<file path="src/rtl/mem_arbiter.sv">
// Two-port request arbiter in front of a single-transaction memory port.
// Define MEM_ARBITER_RR_EN for round-robin tie-breaking; otherwise PRIO_PORT wins ties.
module mem_arbiter #(
  parameter int unsigned PRIO_PORT = 1
) (
  input  logic        CLK,
  input  logic        RST,
  input  logic [1:0]  p0_rw_flag,
  input  logic [31:0] p0_addr,
  input  logic [31:0] p0_write_data,
  input  logic [3:0]  p0_write_mask,
  output logic [31:0] p0_read_data,
  output logic        p0_done,
  output logic        p0_busy,
  input  logic [1:0]  p1_rw_flag,
  input  logic [31:0] p1_addr,
  input  logic [31:0] p1_write_data,
  input  logic [3:0]  p1_write_mask,
  output logic [31:0] p1_read_data,
  output logic        p1_done,
  output logic        p1_busy,
  output logic [1:0]  mem_rw_flag,
  output logic [31:0] mem_addr,
  output logic [31:0] mem_write_data,
  output logic [3:0]  mem_write_mask,
  input  logic [31:0] mem_read_data,
  input  logic        mem_busy,
  input  logic        mem_done,
  output logic        protocol_err
);

  localparam logic PRIO = 1'(PRIO_PORT);

  typedef enum logic [1:0] {IDLE, WAIT0, WAIT1} state_t;

  state_t      state, state_nxt;
  logic [1:0]  buf_valid;
  logic [1:0]  buf_rw    [2];
  logic [31:0] buf_addr  [2];
  logic [31:0] buf_wdata [2];
  logic [3:0]  buf_mask  [2];
  logic [1:0]  req_rw    [2];
  logic [31:0] req_addr  [2];
  logic [31:0] req_wdata [2];
  logic [3:0]  req_mask  [2];
  logic [1:0]  req_pulse;
  logic [1:0]  cap_ok;
  logic        issue;
  logic        grant;
  logic        tie_pick;

`ifdef MEM_ARBITER_RR_EN
  logic rr_ptr;

  // Round-robin pointer points away from the most recent grant.
  always_ff @(posedge CLK or posedge RST) begin
    if (RST)        rr_ptr <= PRIO;
    else if (issue) rr_ptr <= ~grant;
  end

  assign tie_pick = rr_ptr;
`else
  assign tie_pick = PRIO;
`endif

  // A port may capture on the cycle its own transaction completes.
  always_comb begin
    req_rw[0]    = p0_rw_flag;
    req_rw[1]    = p1_rw_flag;
    req_addr[0]  = p0_addr;
    req_addr[1]  = p1_addr;
    req_wdata[0] = p0_write_data;
    req_wdata[1] = p1_write_data;
    req_mask[0]  = p0_write_mask;
    req_mask[1]  = p1_write_mask;
    req_pulse    = {|p1_rw_flag, |p0_rw_flag};
    cap_ok[0]    = !buf_valid[0] && !(state == WAIT0 && !mem_done);
    cap_ok[1]    = !buf_valid[1] && !(state == WAIT1 && !mem_done);
  end

  always_ff @(posedge CLK or posedge RST) begin
    if (RST) begin
      buf_valid    <= '0;
      protocol_err <= 1'b0;
      for (int i = 0; i < 2; i++) begin
        buf_rw[i]    <= '0;
        buf_addr[i]  <= '0;
        buf_wdata[i] <= '0;
        buf_mask[i]  <= '0;
      end
    end else begin
      for (int i = 0; i < 2; i++) begin
        if (issue && grant == 1'(i)) buf_valid[i] <= 1'b0;
        if (req_pulse[i] && cap_ok[i]) begin
          buf_valid[i] <= 1'b1;
          buf_rw[i]    <= (req_rw[i] == 2'b11) ? 2'b01 : req_rw[i];
          buf_addr[i]  <= req_addr[i];
          buf_wdata[i] <= req_wdata[i];
          buf_mask[i]  <= req_mask[i];
        end
      end
      protocol_err <= protocol_err | (|(req_pulse & ~cap_ok));
    end
  end

  always_ff @(posedge CLK or posedge RST) begin
    if (RST) state <= IDLE;
    else     state <= state_nxt;
  end

  always_comb begin
    state_nxt      = state;
    mem_rw_flag    = '0;
    mem_addr       = '0;
    mem_write_data = '0;
    mem_write_mask = '0;
    p0_done        = 1'b0;
    p1_done        = 1'b0;
    p0_read_data   = '0;
    p1_read_data   = '0;
    issue          = (state == IDLE) && !mem_busy && (|buf_valid);
    grant          = (buf_valid == 2'b11) ? tie_pick : buf_valid[1];

    case (state)
      IDLE: begin
        if (issue) begin
          state_nxt      = grant ? WAIT1 : WAIT0;
          mem_rw_flag    = buf_rw[grant];
          mem_addr       = buf_addr[grant];
          mem_write_data = buf_wdata[grant];
          mem_write_mask = buf_mask[grant];
        end
      end
      WAIT0: begin
        p0_done      = mem_done;
        p0_read_data = mem_read_data;
        if (mem_done) state_nxt = IDLE;
      end
      WAIT1: begin
        p1_done      = mem_done;
        p1_read_data = mem_read_data;
        if (mem_done) state_nxt = IDLE;
      end
      default: state_nxt = IDLE;
    endcase

    p0_busy = buf_valid[0] | (state == WAIT0);
    p1_busy = buf_valid[1] | (state == WAIT1);
  end

endmodule

</file>
<file path="config.mk">
export PLATFORM = sky130hd
export DESIGN_NAME = mem_arbiter
export DESIGN_NICKNAME = d
export VERILOG_FILES = /design/src/rtl/mem_arbiter.sv
export SDC_FILE = /design/constraint.sdc
export NUM_CORES = 1
export LEC_CHECK = 0
export BUFFER_PORTS_ARGS = -buffer_cell sky130_fd_sc_hd__buf_2
export CAP_MARGIN = 20
export CELL_PAD_IN_SITES_DETAIL_PLACEMENT = 1
export CELL_PAD_IN_SITES_GLOBAL_PLACEMENT = 1
export CORE_UTILIZATION = 40
export CTS_BUF_LIST = sky130_fd_sc_hd__clkbuf_4
export DETAILED_ROUTE_END_ITERATION = 8
export PLACE_DENSITY_LB_ADDON = 0.1
export REMOVE_ABC_BUFFERS = 1
export SLEW_MARGIN = 15
export SYNTH_ARGS = -nofsm -noshare
export SYNTH_HDL_FRONTEND = slang
export SYNTH_SLANG_ARGS = --single-unit
</file>
<file path="constraint.sdc">
create_clock -name CLK -period 10.3 [get_ports CLK]
set_input_delay 2.06 -clock CLK [delete_from_list [all_inputs] [get_ports CLK]]
set_output_delay 2.06 -clock CLK [all_outputs]
set_load 0.005 [all_outputs]
</file>
### Word-level counts from Yosys, hierarchy flattened

Cells that the tools add are included.

* register bits after elaboration: 145
* word-level logic and storage cells: 87
* bits of input ports: 176
* output and inout port bits: 139

* reduce and logical (&&, ||, !) cells: 25
* multiplexer cells: 35
* order comparisons: 1
* equal/unequal tests: 7
* bitwise gates (word level): 7

Operators with widths (number)
* two-way mux 32 bit: 12
* two-way mux 2 bit: 10
* two-way mux 4 bit: 5
* logical AND 1 bit: 10
* OR reduction 2 bit: 5
* equality test 2 bit (second input constant): 4
* two-way mux 1 bit: 7
* logical NOT 1 bit: 6
* case mux 2 bit (2 select lines): 1
* nonzero test 2 bit: 2
* OR 1 bit: 3
* bitwise AND 2 bit: 1
* equality test 2 x 1 -> 1 bit (second input constant): 1
* >= comparator 2 bit (second input constant): 1
* logical NOT 2 bit: 1
* != test 2 x 1 -> 1 bit (second input constant): 1
* != test 2 bit (second input constant): 1
* NOT 1 -> 2 bit: 1
* NOT 2 bit: 1
* AND reduction 2 bit: 1
* NOT 1 bit: 1

### Logic depth before layout (Yosys ltp)

Gate-level depths: netlist (run 1).

* depth in word-level cells: 8
* depth in mapped cells: 7
* depth with buffers taken out: 5

### Least setup slack after synthesis (run 1)

OpenSTA, ideal clock, no wires.

* kind: input to output
* from: input port mem_busy
* to: output port mem_addr[0]
* buffers on the path: 1
* data required time: 8.240 ns
* slack: 5.269 ns
* cell stages on the path: 4
* arrival time: 2.971 ns
* cell sequence: nand2b_1 -> nor3_2 -> clkbuf_1 -> a22o_1

* cells in the longest elaborated chain, start to end: 5

RTL lines
* start: declaration: RTL line 27 `input logic mem_busy,`
* logical NOT 1 bit: RTL line 121 `issue = (state == IDLE) && !mem_busy && (|buf_valid);`
* logical AND 1 bit (2 in a row): RTL line 121
* two-way mux 32 bit: RTL line 126 `if (issue) begin`
* two-way mux 32 bit: RTL line 124 `case (state)`
* end: declaration: RTL line 23 `output logic [31:0] mem_addr,`

Every way passes these cells.

### Worst setup path after layout (run 1)

* from: input port mem_busy
* to: output port mem_addr[10]

Same word-level chain as after synthesis.

==> results.py, run 1 <==
metrics = {
    "synth": {
        "postSynthAreaPerCell_um2": 13.5,
        "ys_types": 27,
        "syn_inst": 496,
        "yosysSeqAreaShare": 0.543,
        "synthXorXnorAreaFrac": 0,
        "yosys_most_used_dff": "dfrtp_1",
        "async_flop_share": 1.00,
        "netlist_area_mm2": 0.00668,
        "synth_edf_count": 0,
        "yosys.area_share.simple": 0.0700,
        "synthMuxAreaShare": 0.229,
        "ys_warn_count": 0,
        "synthAdderAreaFrac": 0.00562,
        "synth-compound-area-share": 0.114,
        "ys_ff_latch": 145,
        "synth_top_family_by_area": "multiplexers",
    },
    "layout": {
        "final_nets": 980,
        "final_cell_mix": "buf_2, dfrtp_1, mux2_2",
        "layout_commonest_cell": "buf_2",
        "stdcell_count": 1034,
        "drive_above_1_share": 0.582,
        "syn_to_final_growth_pct": 30.0,
    },
    "timing": {
        "hold_violations": 0,
        "fin_crit_sh": 0.591,
        "finalMaxSlewViolations": 0,
        "fin_setup_tns_ns": 0,
        "fmax_ghz": 0.164,
        "setup_viol": 0,
        "rsz0062_at_grt": "false",
        "skew_ns": 0.0115,
        "timing.final.ws_setup_ns": 4.21,
        "holdWs_ns": 0.501,
        "worst_pin_slew_ns": 1.05,
        "period_needed_ns": 6.09,
        "maxSlewHeadroom": 0.297,
    },
    "critical_path": {
        "reg2reg_to": "buf_wdata[50]",
        "rrSetupSlack_ns": 7.21,
        "required_ns": 8.24,
        "crit_type": "input pin to primary output",
        "startpoint_type": "input pin",
        "path_max_fanout": 40,
        "reg2reg_depth": 6,
        "timing.rr.start": "state[1]",
        "end_kind": "primary output",
        "arrival_ns": 4.03,
    },
    "route": {
        "vias_per_cell": 5.08,
        "avgRoutedWirePerCell_um": 19.5,
        "postRouteAntennaNets": 0,
        "initialDrtViolationCount": 169,
        "dr.pass1.iters": 4,
        "vias": 5252,
        "drc_errors": 0,
        "wl_um": 20100,
    },
    "outcome": {
        "outcome": "completed",
    },
    "run": {
        "drv_cap": 0,
    },
    "clock_network": {
        "insertion_delay_ns": 0.54,
        "htreeDepth": 4,
        "cts_root_buf": "clkbuf_4",
        "numCtsBuffers": 17,
        "cts_tree": "yes",
        "ctsHoldBuffers": 0,
        "cts_buffer_depth": 2,
        "ctsResizeCount": 0,
        "clk_pin_slew_ns": 0.11,
        "clkSinkCount": 145,
        "post-cts-setup-buffers": 0,
    },
    "power": {
        "power.total_uw": 2350,
        "p_per_area_mw_per_mm2": 270,
        "p_leak_uw": 0.00441,
        "peakVddDrop_uv": 109,
    },
    "die": {
        "fp.dieW_um": 131,
        "core_mm2": 0.0161,
        "dieArea_mm2": 0.0172,
        "io_pins": 315,
        "row_count": 46,
        "die_h_um": 131,
        "initial_core_util": 0.415,
    },
    "grt": {
        "track_usage": 0.239,
        "grt_start_max_net_pins": 82,
        "grt_pass1_vias": 5780,
        "grt-ovfl-total": 0,
        "grt_pass1_wl_um": 32000,
        "antenna_found_initial": 7,
    },
    "place": {
        "dp_cells": 996,
        "portBuffers": 314,
        "place_ws_ns": 4.20,
        "globalplace.congestion": 0.868,
        "post-dp-hpwl_um": 15100,
    },
    "hold_path": {
        "hold_class": "flip-flop to flip-flop",
        "hold_end": "buf_wdata[36]",
        "hold_path.startpoint": "buf_wdata[36]",
        "holdPathStages": 1,
    },
}
[kinds of logic after synthesis]
| group | count (synthesis) |
|---|---|
| compound gates | 87 |
| fa+ha+maj | 3 |
| buf+inv | 48 |
| flops | 145 |
| mux | 136 |
| simple gates | 77 |
[power by group]
| group | switching [uW] | internal, uW | leakage (uW) |
|---|---|---|---|
| logic | 434 | 542 | 0.00257 |
| clock network | 198 | 141 | 0.000139 |
| registers | 173 | 859 | 0.00170 |
| total | 804 | 1540 | 0.00441 |
[Yosys cell counts (all sizes together) (2+ instances only)]
cell	instances	area, um^2
a21o	2	15.0
a22oi	2	15.0
inv	11	41.3
ha	3	37.5
dfrtp	145	3630
mux2	136	1530
nor2	5	18.8
a211oi	2	40.0
and2	64	400
a21oi	4	20.0
nand2	2	7.51
buf	22	160
nand2b	3	18.8
o211ai	2	15.0
clkbuf	15	57.6
a22o	72	631
[critical path, cell delays in order]
cell,delay [ns]
buf_2,0.11
nand2b_1,0.27
nor2_4,0.69
buf_4,0.53
a22o_1,0.22
buf_2,0.11
[final cells by class]
| class | count | area, um^2 |
|---|---|---|
| fill | 1782 | 7430 |
| sequential | 145 | 3630 |
| multi-input combinational | 303 | 2810 |
| timing repair buffer | 323 | 1670 |
| tap | 216 | 270 |
| clock buffer | 18 | 135 |
| clock inverter | 14 | 123 |
| inverter | 11 | 46.3 |
| antenna | 4 | 10.0 |
[registers in the layout (all words and copies together) (netlist names)]
signal	cells
buf_addr	64
buf_wdata	64
buf_mask	8
buf_rw	4
buf_valid	2
state	2
protocol_err	1
[routing by layer]
| layer | vias to the layer above | track usage | part of all wire |
|---|---|---|---|
| li1 | 2398 | - | - |
| met1 | 2625 | 0.291 | 0.41 |
| met2 | 184 | 0.389 | 0.49 |
| met3 | 41 | 0.0783 | 0.068 |
| met4 | 4 | 0.105 | 0.027 |
| met5 | - | 0 | 0.0017 |
[worst max path at each step]
| stage | startpoint | endpoint | slack [ns] | cells past startpoint |
|---|---|---|---|---|
| 3_5_place_dp | mem_busy | mem_write_data[23] | 4.20 | 6 |
| 6_report | mem_busy | mem_addr[10] | 4.21 | 6 |
| 4_1_cts | mem_busy | mem_write_data[23] | 4.19 | 6 |
| 5_1_grt | mem_busy | mem_write_data[23] | 4.06 | 6 |
| 2_1_floorplan | mem_busy | mem_addr[0] | 3.46 | 3 |
| 3_3_place_gp | mem_busy | mem_write_data[23] | 4.31 | 6 |
[per-stage QoR]
stage / util / instance area, um^2
6_report: 0.539 / 8690
3_5_place_dp: 0.520 / 8380
4_1_cts: 0.536 / 8640
5_1_grt: 0.539 / 8690
3_3_place_gp: 0.520 / 8380
2_1_floorplan: - / 6470
Power figures use the tool's default switching activity.
==> inputs of run 2 (changes only) <==
--- a/config.mk
+++ b/config.mk
@@ -9,7 +9,7 @@
 export CAP_MARGIN = 20
 export CELL_PAD_IN_SITES_DETAIL_PLACEMENT = 1
 export CELL_PAD_IN_SITES_GLOBAL_PLACEMENT = 1
-export CORE_UTILIZATION = 40
+export CORE_UTILIZATION = 37
 export CTS_BUF_LIST = sky130_fd_sc_hd__clkbuf_4
 export DETAILED_ROUTE_END_ITERATION = 8
 export PLACE_DENSITY_LB_ADDON = 0.1
==> constraint.sdc (replaced) <==
create_clock -name CLK -period 6.1 [get_ports CLK]
set_input_delay 1.22 -clock CLK [delete_from_list [all_inputs] [get_ports CLK]]
set_output_delay 1.22 -clock CLK [all_outputs]
set_load 0.005 [all_outputs]
==> results.py, run 2 (synthesis gave the netlist of run 1 again) <==
metrics = {
    "die": {
        "io_pins": 315,
        "initial_core_util": 0.382,
        "core_mm2": 0.0175,
        "die_h_um": 136,
        "dieArea_mm2": 0.0186,
        "fp.dieW_um": 136,
        "row_count": 48,
    },
    "layout": {
        "stdcell_count": 1041,
        "layout_commonest_cell": "buf_2",
        "top_regs": "buf_addr x64, buf_wdata x64, buf_mask x8",
        "fill_cells": 1947,
        "syn_to_final_growth_pct": 29.8,
        "drive_above_1_share": 0.584,
        "final_cell_mix": "buf_2, dfrtp_1, mux2_2",
        "final_nets": 978,
    },
    "timing": {
        "skew_ns": 0.0158,
        "maxSlewHeadroom": 0.326,
        "finalMaxSlewViolations": 0,
        "fmax_ghz": 0.238,
        "hold_violations": 0,
        "holdWs_ns": 0.504,
        "period_needed_ns": 4.20,
        "fin_setup_tns_ns": 0,
        "fin_crit_sh": 0.688,
        "worst_pin_slew_ns": 1.01,
        "rsz0062_at_grt": "false",
        "setup_viol": 0,
    },
    "clock_network": {
        "htreeDepth": 4,
        "numCtsBuffers": 17,
        "clkSinkCount": 145,
        "cts_buffer_depth": 2,
        "ctsResizeCount": 0,
        "post-cts-setup-buffers": 0,
        "ctsHoldBuffers": 0,
        "cts_root_buf": "clkbuf_4",
        "insertion_delay_ns": 0.54,
        "clk_pin_slew_ns": 0.13,
        "cts_tree": "yes",
    },
    "power": {
        "p_leak_uw": 0.00440,
        "p_per_area_mw_per_mm2": 457,
        "peakVddDrop_uv": 199,
    },
    "critical_path": {
        "end_kind": "primary output",
        "worstPathCellList": "buf_2, nand2b_1, nor2_4, buf_4, a22o_1, buf_2",
        "cpMostUsedCell": "buf_2",
        "arrival_ns": 2.98,
        "critPathBufInv": 3,
        "cpLargestDelayFamily": "simple AND/OR/NAND/NOR gates",
        "cp_slowest_cell": "nor2_4",
        "required_ns": 4.88,
        "crit_type": "input pin to primary output",
        "slowest_delay_ns": 0.59,
        "startpoint_type": "input pin",
        "path_max_fanout": 29,
    },
    "place": {
        "dp_cells": 1005,
        "globalplace.congestion": 0.809,
        "portBuffers": 314,
        "post-dp-hpwl_um": 14700,
    },
    "route": {
        "vias_per_cell": 5.05,
        "vias": 5260,
        "postRouteAntennaNets": 0,
        "initialDrtViolationCount": 148,
        "avgRoutedWirePerCell_um": 19.2,
        "wl_um": 20000,
        "dr.pass1.iters": 5,
        "drc_errors": 0,
    },
    "hold_path": {
        "hold_class": "flip-flop to flip-flop",
    },
    "grt": {
        "grt_pass1_vias": 5667,
        "track_usage": 0.219,
        "grt_pass1_wl_um": 30400,
        "antenna_found_initial": 5,
        "grt_start_max_net_pins": 102,
        "grt-ovfl-total": 0,
    },
    "outcome": {
        "outcome": "completed",
    },
    "run": {
        "drv_cap": 0,
    },
}
run 2: cell types whose count changed in the layout (fill, tap and decap cells not counted), sizes merged:
cell      previous run  this run
inv                 11        14
clkinvlp             2         1
clkinv              10         8
buf                323       321
run 2: path summary, 6_finish.rpt:
check / cells after the start / start / end / slack (ns)
setup / recovery: 6 / mem_busy / mem_addr[19] / 1.90
min in group asynchronous: 2 / RST / buf_addr[24] / 0.87
max in group asynchronous: 3 / RST / buf_addr[20] / 4.05
hold / removal: 1 / buf_mask[0] / buf_mask[0] / 0.50
setup reg to reg: 5 / state[0] / buf_addr[25] / 3.39
hold reg to reg: 1 / buf_mask[0] / buf_mask[0] / 0.50
run 2: worst reg2reg max path, cell delays in order (launching register included):
cell      delay (ns)
dfrtp_1         0.37
inv_1           0.08
ha_1            0.55
a211oi_4        0.34
buf_4           0.80
mux2_2          0.47
run 2: layer usage:
metal | vias up | share of wire | global-route usage
met2 | 174 | 0.51 | 0.371
met4 | 4 | 0.018 | 0.0852
met3 | 32 | 0.073 | 0.0716
met5 | - | 0.0011 | 0
met1 | 2658 | 0.39 | 0.254
li1 | 2392 | - | -
run 2: report_power, final:
group          switching [uW]  leakage, uW  internal [uW]
logic                     727      0.00255            913
clock network             354     0.000150            246
registers                 280      0.00170           1450
run 2: per-stage QoR:
step                utilization  total power, uW  setup slack (ns)  area (um^2)
floorplan                     -             2750             0.939         6470
global placement          0.480             3320              1.99         8390
detailed placement        0.480             3430              1.87         8390
CTS                       0.496             4040              1.87         8660
global route              0.496             4260              1.79         8670
finish                    0.496             3970              1.90         8670
run 2: final cells by class:
cell class,count,area (um^2),area share
Multi-Input combinational cell,303,2810,0.324
Sequential cell,145,3630,0.418
Tap cell,225,282,0.0325
Antenna cell,4,10.0,0.00115
Clock buffer,18,135,0.0156
Clock inverter,14,138,0.0159
Inverter,11,46.3,0.00534
Timing Repair Buffer,321,1620,0.187
